==> src/rtl/ft64_btb_pkg.sv <==
// Shared types and constants for the FT64 BTB write-side updater.
package ft64_btb_pkg;
   localparam int          BTB_AMSB  = 31;
   localparam int          BTB_IDXW  = 10;
   localparam logic [31:0] BTB_RSTPC = 32'hFFFC0100;

   typedef struct packed {
      logic              valid;
      logic [BTB_AMSB:0] pc;
      logic [BTB_AMSB:0] tgt;
   } btb_ent_t;

   typedef enum logic {SWEEP = 1'b0, RUN = 1'b1} upd_state_t;

   function automatic logic [15:0] sat_add16(input logic [15:0] a, input logic [1:0] n);
      logic [16:0] s;
      s = {1'b0, a} + {15'd0, n};
      return s[16] ? 16'hFFFF : s[15:0];
   endfunction
endpackage

==> src/rtl/ft64_btb_updq.sv <==
// Update queue: QDEP-entry FIFO, two ordered push ports, one pop port.
// Pushes beyond the free room (after a same-cycle pop) are reported in o_drop.
module ft64_btb_updq
   import ft64_btb_pkg::*;
#(
   parameter int QDEP = 8
)(
   input  logic                  clk,
   input  logic                  rst,
   input  logic                  i_push0,
   input  btb_ent_t              i_ent0,
   input  logic                  i_push1,
   input  btb_ent_t              i_ent1,
   input  logic                  i_pop,
   output logic [$clog2(QDEP):0] o_occ,
   output btb_ent_t              o_head,
   output logic [1:0]            o_drop
);
   localparam int PW = $clog2(QDEP);

   btb_ent_t      r_mem [QDEP];
   logic [PW-1:0] r_wp;
   logic [PW-1:0] r_rp;
   logic [PW:0]   r_occ;
   logic [PW:0]   w_free;
   logic [1:0]    w_req;
   logic [1:0]    w_acc;
   logic          w_pop;

   assign w_pop  = i_pop && (r_occ != '0);
   assign w_free = (PW+1)'(QDEP) - r_occ + (PW+1)'(w_pop);
   assign w_req  = {1'b0, i_push0} + {1'b0, i_push1};
   // When short of room free is 0 or 1; the first slot goes to the older commit.
   assign w_acc  = (w_free >= (PW+1)'(w_req)) ? w_req : w_free[1:0];
   assign o_drop = w_req - w_acc;
   assign o_occ  = r_occ;
   assign o_head = r_mem[r_rp];

   always_ff @(posedge clk) begin
      if (rst) begin
         r_wp  <= '0;
         r_rp  <= '0;
         r_occ <= '0;
      end else begin
         r_wp  <= r_wp + PW'(w_acc);
         r_rp  <= r_rp + PW'(w_pop);
         r_occ <= r_occ - (PW+1)'(w_pop) + (PW+1)'(w_acc);
      end
   end

   always_ff @(posedge clk) begin
      if (!rst && (w_acc != 2'd0)) r_mem[r_wp] <= i_push0 ? i_ent0 : i_ent1;
      if (!rst && (w_acc == 2'd2)) r_mem[r_wp + PW'(1)] <= i_ent1;
   end
endmodule

==> src/rtl/ft64_btb_update.sv <==
// BTB writer: invalidates every entry after reset, then drains filtered
// commit-port branch outcomes to the BTB write port at one write per cycle.
module ft64_btb_update
   import ft64_btb_pkg::*;
#(
   parameter int            AMSB  = BTB_AMSB,
   parameter logic [AMSB:0] RSTPC = BTB_RSTPC,
   parameter int            QDEP  = 8,
   parameter int            IDXW  = BTB_IDXW
)(
   input  logic          clk,
   input  logic          rst,
   input  logic          cmt0_v,
   input  logic [AMSB:0] cmt0_pc,
   input  logic [AMSB:0] cmt0_tgt,
   input  logic          cmt0_takb,
   input  logic          cmt0_bhit,
   input  logic          cmt1_v,
   input  logic [AMSB:0] cmt1_pc,
   input  logic [AMSB:0] cmt1_tgt,
   input  logic          cmt1_takb,
   input  logic          cmt1_bhit,
   output logic          rdy,
   output logic          wr,
   output logic [AMSB:0] wadr,
   output logic [AMSB:0] wdat,
   output logic          valid,
   output logic          busy,
   output logic [15:0]   drops
);
   localparam int QW = $clog2(QDEP);

   upd_state_t    r_state;
   upd_state_t    w_state_nxt;
   logic [IDXW-1:0] r_idx;
   logic          r_wr;
   logic          r_valid;
   logic          r_busy;
   logic [AMSB:0] r_wadr;
   logic [AMSB:0] r_wdat;
   logic [15:0]   r_drops;

   logic          w_run;
   logic          w_last;
   logic          w_pop;
   logic          w_push0;
   logic          w_push1;
   btb_ent_t      w_ent0;
   btb_ent_t      w_ent1;
   btb_ent_t      w_head;
   logic [QW:0]   w_occ;
   logic [1:0]    w_qdrop;
   logic [1:0]    w_sdrop;

   assign w_run   = (r_state == RUN);
   assign w_last  = (r_idx == '1);
   assign w_pop   = w_run && (w_occ != '0);
   assign w_push0 = w_run && cmt0_v && (cmt0_takb || cmt0_bhit);
   assign w_push1 = w_run && cmt1_v && (cmt1_takb || cmt1_bhit);
   // A not-taken branch that hit the BTB rewrites its slot as invalid; target unused.
   assign w_ent0  = {cmt0_takb, cmt0_pc, (cmt0_takb ? cmt0_tgt : cmt0_pc)};
   assign w_ent1  = {cmt1_takb, cmt1_pc, (cmt1_takb ? cmt1_tgt : cmt1_pc)};
   assign w_sdrop = {1'b0, cmt0_v} + {1'b0, cmt1_v};

   ft64_btb_updq #(.QDEP(QDEP)) u_q (
      .clk     (clk),
      .rst     (rst),
      .i_push0 (w_push0),
      .i_ent0  (w_ent0),
      .i_push1 (w_push1),
      .i_ent1  (w_ent1),
      .i_pop   (w_pop),
      .o_occ   (w_occ),
      .o_head  (w_head),
      .o_drop  (w_qdrop)
   );

   always_comb begin
      w_state_nxt = r_state;
      if ((r_state == SWEEP) && w_last) w_state_nxt = RUN;
   end

   always_ff @(posedge clk) begin
      if (rst) r_state <= SWEEP;
      else     r_state <= w_state_nxt;
   end

   always_ff @(posedge clk) begin
      if (rst) begin
         r_idx   <= '0;
         r_wr    <= 1'b0;
         r_wadr  <= '0;
         r_wdat  <= RSTPC;
         r_valid <= 1'b0;
         r_busy  <= 1'b1;
         r_drops <= '0;
      end else if (!w_run) begin
         r_wr    <= 1'b1;
         r_wadr  <= (AMSB+1)'({r_idx, 2'b00});
         r_wdat  <= RSTPC;
         r_valid <= 1'b0;
         r_idx   <= r_idx + IDXW'(1);
         r_busy  <= !w_last;
         r_drops <= sat_add16(r_drops, w_sdrop);
      end else begin
         r_wr <= w_pop;
         if (w_pop) begin
            r_wadr  <= w_head.pc;
            r_wdat  <= w_head.tgt;
            r_valid <= w_head.valid;
         end
         r_drops <= sat_add16(r_drops, w_qdrop);
      end
   end

   // Derived only from registered state, so no input-to-rdy path.
   assign rdy   = w_run && (((QW+1)'(QDEP) - w_occ) >= (QW+1)'(2));
   assign wr    = r_wr;
   assign wadr  = r_wadr;
   assign wdat  = r_wdat;
   assign valid = r_valid;
   assign busy  = r_busy;
   assign drops = r_drops;
endmodule

==> config.mk <==
export PLATFORM = sky130hd
export DESIGN_NAME = ft64_btb_update
export DESIGN_NICKNAME = d
export VERILOG_FILES = /design/src/rtl/ft64_btb_pkg.sv /design/src/rtl/ft64_btb_updq.sv /design/src/rtl/ft64_btb_update.sv
export SDC_FILE = /design/constraint.sdc
export NUM_CORES = 1
export LEC_CHECK = 0
export CAP_MARGIN = 20
export CORE_MARGIN = 3
export CORE_UTILIZATION = 60
export DETAILED_ROUTE_END_ITERATION = 10
export GPL_TIMING_DRIVEN = 0
export HOLD_SLACK_MARGIN = 0.12
export PLACE_DENSITY = 0.91
export SLEW_MARGIN = 15
export SYNTH_ARGS = -nofsm -noshare
export SYNTH_HDL_FRONTEND = slang
export SYNTH_HIERARCHICAL = 1
export SYNTH_SLANG_ARGS = --single-unit
==> constraint.sdc <==
create_clock -name clk -period 15.25 [get_ports clk]
set_clock_uncertainty 0.15 [all_clocks]
set_input_delay 3.8125 -clock clk [delete_from_list [all_inputs] [get_ports clk]]
set_output_delay 3.8125 -clock clk [all_outputs]
set_load 0.1 [all_outputs]
==> summary.txt, run 1 <==
Status: finished clean
CP arrival: 11390 ps
Drt via density: 7.01
Slowest stage delay, CP: 810 ps
Drt pass-1 iters: 5
Worst r2r path cells: 24
Min-Delay Path Class: reg -> reg
Library cells used by synthesis: 63
Hold path start: wadr[18]$_SDFFE_PP0N_
Clk_lat worst skew: 610 ps
Minimum clock period: 11040 ps
Post_cts resized: 0
Clock Path Buffers: 3
Cts-stage hold buffer count: 0
Port bufs: 219
Post-synth EDFFs: 520
GR Util All Layers: 0.363
Final setup violation count: 0
Layout cell share with drive strength beyond 1: 0.413
Sequential area share after synthesis: 0.538
CTS sink cnt: 624
WL/cell: 32.7 um
Synth top area cells: edfxtp_1 47%, mux2_2 17%, mux4_2 8.9%
Setup crit start kind: input pin
Hold EP: wadr[18]$_SDFFE_PP0N_
Post-synthesis async set-or-reset flop share: 0
Starting DRC count in detailed routing: 3307
Mapped cell area: 32900 um^2
Vias in the first global route: 23000
Initial antenna violation count: 3
Vias: 22300
Peak supply drop: 0.0699 mV
Pleak: 13.3 nW
CTS tree: yes
Worst Slack Setup Final: 4210 ps
Post-Synthesis Cells: 2085
Critical Path Fanout Max: 10
Top-Level Pins: 220
Die ar.: 57700 um^2
Critical path capture point type: register
Die X: 240 um
CP required: 15590 ps
CTS clk-pin slew, worst paths: 60 ps
Post-Layout Cell Count: 3184
Syn_area_per_cell: 15.8 um^2
Cts bufs inserted: 68
Pins Over Slew Limit: 0
Initial core utilization: 0.609
Core area: 54000 um^2
Flops & latches, synth: 624
RR Startpoint: u_q/o_occ[1]$_SDFF_PP0_
Final Hold Vio Count: 0
Crit Path Class: in -> reg
Post-route ant nets: 0
Placed cells: 3055
Crit path max-delay cell type: o21ai_0
Grt ovf: 0
Slew @ Worst Pin: 1250 ps
Post-CTS Setup Bufs: 0
Num rows: 85
GP Congestion: 0.869
Post-synth top area share: 0.475
Ys Warns: 6
Largest net degree at the start of global routing: 21
Post-route DRC: 0
Crit-path most repeated cell: ha_1
Most frequent cell after synthesis: edfxtp_1
RSZ-0062 raised after global routing: false
Htree depth: 3
Synth top cells by count: 520 x edfxtp_1, 495 x mux2_2, 156 x mux2_4
WHS Path Cells: 2
DP HPWL: 66300 um
Synth area leader: edfxtp_1
Global-route wire length before repair: 152000 um
Worst R2R End: drops[3]$_SDFF_PP0_
Layout area overhead: 18.6%
Worst rel slew slack: 0.164
Crit path cell chain: clkdlybuf4s50_1, clkbuf_1, clkbuf_1, nor2_1, nor3_1, ha_1, ha_1, nand2b_1, a211oi_1, nand2_1, o21ai_0, ha_1, xor2_1, inv_1, fa_1, and4b_1, nand4_2, a22o_1, or3b_1, o31ai_1
Highest clock rate: 0.0905 GHz
Die Span Y: 240 um
Tcrit/Tclk final: 0.724
Post-placement setup slack: 4070 ps
MaxCap Viol Count: 0
Syn Nets: 2246
Pwr dens: 95.6 nW/um^2
R2R setup slack: 7430 ps
Ys flop type: edfxtp_1
Final Net Count: 2592
Final WL: 104000 um
CTS Root Cell: clkbuf_16
[cell families after synthesis]
kind of cell,count (synthesis),synth area share
AO/OA/AOI/OAI,114,0.0239
multiplexers,848,0.352
buffers and inverters,165,0.0284
flip-flops,624,0.538
XOR/XNOR,24,0.00639
adder cells (fa/ha/maj),25,0.0104
AND/OR/NAND/NOR,285,0.0407
[cell type report]
class	instances	area, um^2
multi-input cells	1296	14400
clock inverters	19	136
plain buffers	142	851
inverters	23	86.3
well taps	696	871
fillers	3136	15000
diodes	4	10.0
flip-flops and latches	624	17700
clock buffers	104	2000
repair buffers	276	3010
[worst max path at each step]
stage / to / startpoint / cells after the start
floorplan: u_q/r_mem[4][0]$_DFFE_PP_ / cmt0_takb / 11
global placement: u_q/r_mem[6][15]$_DFFE_PP_ / cmt1_takb / 12
detailed placement: drops[13]$_SDFF_PP0_ / cmt0_takb / 21
CTS: drops[3]$_SDFF_PP0_ / cmt0_takb / 20
global route: drops[13]$_SDFF_PP0_ / cmt0_takb / 21
finish: drops[3]$_SDFF_PP0_ / cmt0_takb / 20
[power by group]
group,internal [mW],total (mW),switching (mW)
clock,0.938,1.61,0.673
combinational,0.134,0.265,0.131
sequential,1.85,1.85,0.00294
[routing by layer]
metal | routed length [um] | vias up | global-route usage
met2 | 48200 | 1978 | 0.565
met5 | 20 | - | 0
met1 | 35500 | 11000 | 0.460
met4 | 7060 | 2 | 0.221
met3 | 13400 | 493 | 0.0944
li1 | - | 8866 | -
[critical path: cells and delay by family]
| kind | cells | cell delay (ps) |
|---|---|---|
| compound gates | 4 | 1640 |
| xor+xnor | 1 | 380 |
| fa+ha+maj | 4 | 1550 |
| buf+inv | 4 | 1870 |
| simple gates | 7 | 2130 |
[flip-flops by register name, summed over array words and instances, names as in the netlist]
name,cells
wr,1
wdat,32
wadr,32
r_idx,10
u_q/o_occ,4
r_state,1
u_q/r_mem,520
drops,16
valid,1
u_q/r_wp,3
u_q/r_rp,3
busy,1
[cell usage in the layout, fill, tap and decap left out, drive strengths merged, types with 6 or more instances in the layout]
| cell | n |
|---|---|
| mux2 | 715 |
| edfxtp | 520 |
| clkdlybuf4s50 | 219 |
| clkbuf | 168 |
| nand2 | 145 |
| buf | 135 |
| mux4 | 130 |
| dfxtp | 104 |
| a21oi | 50 |
| nor2 | 47 |
| inv | 22 |
| nand3 | 21 |
| ha | 21 |
| clkinv | 18 |
| xnor2 | 13 |
| nor3 | 12 |
| xor2 | 11 |
| nor2b | 10 |
| a311oi | 10 |
| nand2b | 8 |
| and3 | 8 |
| and4 | 8 |
| o21a | 8 |
| a211oi | 7 |
| nand4 | 7 |
| o21ai | 6 |
[stage by stage]
stage	hold WS, ps	utilization	TNS, ps	instance area (um^2)	power, mW
3_3_place_gp	294	0.666	-1330510	36000	2.13
2_1_floorplan	327	-	0	32900	2.05
5_1_grt	329	0.722	0	39000	3.82
4_1_cts	304	0.722	0	39000	3.73
3_5_place_dp	298	0.682	0	36800	2.14
6_report	299	0.722	0	39000	3.73
(Power assumes the default switching activity.)
==> run 2, diff against run 1 <==
==> constraint.sdc (replaced) <==
create_clock -name clk -period 10.17 [get_ports clk]
set_clock_uncertainty 0.15 [all_clocks]
set_input_delay 2.5425 -clock clk [delete_from_list [all_inputs] [get_ports clk]]
set_output_delay 2.5425 -clock clk [all_outputs]
set_load 0.1 [all_outputs]
==> run 2 against run 1 <==
Against the previous run:
- sequential power grew 50%
- utilization hardly changed
- register-to-register slack got worse by 5000 ps
- routed wire length about the same
- hold slack barely moved
- cell count is essentially flat
- critical path type unchanged
- critical endpoint unchanged
==> summary.txt, run 2 (synthesized netlist as in run 1, its figures left out) <==
WL/cell: 32.7 um
Final Hold Vio Count: 0
Port bufs: 219
Initial core utilization: 0.609
Post-route ant nets: 0
Post-route DRC: 0
Cts bufs inserted: 68
Critical path capture point type: register
Crit path max-delay cell type: o21ai_0
Highest clock rate: 0.103 GHz
Crit path cell chain: clkdlybuf4s50_1, clkbuf_1, clkbuf_1, nor2_1, nor3_1, ha_1, ha_1, nand2b_1, a211oi_1, nand2_1, o21ai_0, ha_1, xor2_1, inv_1, fa_1, and4b_1, nand4_2, a22o_1, or3b_1, o31ai_1
Tcrit/Tclk final: 0.954
Drt pass-1 iters: 5
Clk_lat worst skew: 610 ps
Peak supply drop: 0.104 mV
Placed cells: 3055
Clock Path Buffers: 3
CTS sink cnt: 624
Min-Delay Path Class: reg -> reg
Most flops, register: u_q/r_mem
CTS clk-pin slew, worst paths: 60 ps
GR Util All Layers: 0.363
Vias: 22400
Largest net degree at the start of global routing: 21
Status: finished clean
Max reg flops: 520
Layout cell share with drive strength beyond 1: 0.413
Final Net Count: 2592
Worst Slack Setup Final: 466 ps
Cts-stage hold buffer count: 0
Slew @ Worst Pin: 1270 ps
Initial antenna violation count: 3
CTS tree: yes
CP arrival: 10050 ps
CP startpoint: cmt0_takb
Layout area overhead: 18.6%
Pwr dens: 143 nW/um^2
Post-Layout Cell Count: 3183
Post-CTS Setup Bufs: 0
Crit-path most repeated cell: ha_1
Global-route wire length before repair: 152000 um
CTS Root Cell: clkbuf_16
Hold path start: wadr[18]$_SDFFE_PP0N_
Minimum clock period: 9700 ps
Die Span Y: 240 um
Post_cts resized: 0
Crit Path Class: in -> reg
Most common cell after layout, fill and taps aside: edfxtp_1
Vias in the first global route: 22900
MaxCap Viol Count: 0
Critical Path Fanout Max: 10
Final setup violation count: 0
Starting DRC count in detailed routing: 3224
Grt ovf: 0
Commonest non-fill, non-tap cells in the layout: 520 x edfxtp_1, 495 x mux2_2, 219 x clkdlybuf4s50_1, 156 x mux2_4, 145 x nand2_1
Worst rel slew slack: 0.156
Drt via density: 7.02
Die X: 240 um
RSZ-0062 raised after global routing: false
Core area: 54000 um^2
Setup crit start kind: input pin
Htree depth: 3
Post-placement setup slack: 259 ps
Final WL: 104000 um
GP Congestion: 0.869
Pleak: 13.3 nW
Num rows: 85
DP HPWL: 66300 um
CP required: 10510 ps
Die ar.: 57700 um^2
Top-Level Pins: 220
Pins Over Slew Limit: 0
Slowest stage delay, CP: 770 ps
RR Startpoint: u_q/o_occ[1]$_SDFF_PP0_
## run 2: cell types whose count changed in the layout (fill, tap and decap cells not counted), sizes merged
| cell | delta |
|---|---|
| diode | -1 |
## run 2: routing by layer
metal	global-route usage	share of wire	vias up
met5	0	0.00019	-
met4	0.220	0.067	2
met3	0.0942	0.12	481
met2	0.565	0.46	1930
met1	0.460	0.35	11100
li1	-	-	8864
## run 2: final timing paths
| check | end | slack, ps | cells past startpoint |
|---|---|---|---|
| worst max-delay path | drops[3]$_SDFF_PP0_ | 470 | 20 |
| worst min-delay path | wadr[18]$_SDFFE_PP0N_ | 300 | 2 |
| worst max register to register | drops[3]$_SDFF_PP0_ | 2410 | 24 |
| worst min register to register | wadr[18]$_SDFFE_PP0N_ | 300 | 2 |
## run 2: final cells by class
type | count | area [um^2]
flip-flops and latches | 624 | 17700
fillers | 3136 | 15000
multi-input cells | 1296 | 14400
repair buffers | 276 | 3010
clock buffers | 104 | 2000
well taps | 696 | 871
plain buffers | 142 | 851
clock inverters | 19 | 136
inverters | 23 | 86.3
diodes | 3 | 7.51
## run 2: power breakdown
group | internal, mW | leakage, nW | total (mW) | switching, mW
clock network | 1.41 | 1.05 | 2.42 | 1.01
logic | 0.201 | 6.78 | 0.398 | 0.196
registers | 2.78 | 5.51 | 2.78 | 0.00449
## run 2: worst max-delay path: cells and delay by family
| family | cells | cell delay, ps |
|---|---|---|
| AND/OR/NAND/NOR | 7 | 2120 |
| buffers and inverters | 4 | 1860 |
| AO/OA/AOI/OAI | 4 | 1600 |
| adder cells (fa/ha/maj) | 4 | 1540 |
| XOR/XNOR | 1 | 360 |
## run 2: per-stage QoR
step / utilization / hold WS (ps) / power [mW] / setup TNS (ps) / area, um^2
2_1_floorplan: - / 327 / 3.07 / -333810 / 32900
3_3_place_gp: 0.666 / 294 / 3.19 / -3221660 / 36000
3_5_place_dp: 0.682 / 298 / 3.21 / 0 / 36800
4_1_cts: 0.722 / 304 / 5.60 / 0 / 39000
5_1_grt: 0.722 / 329 / 5.72 / 0 / 39000
6_report: 0.722 / 299 / 5.60 / 0 / 39000
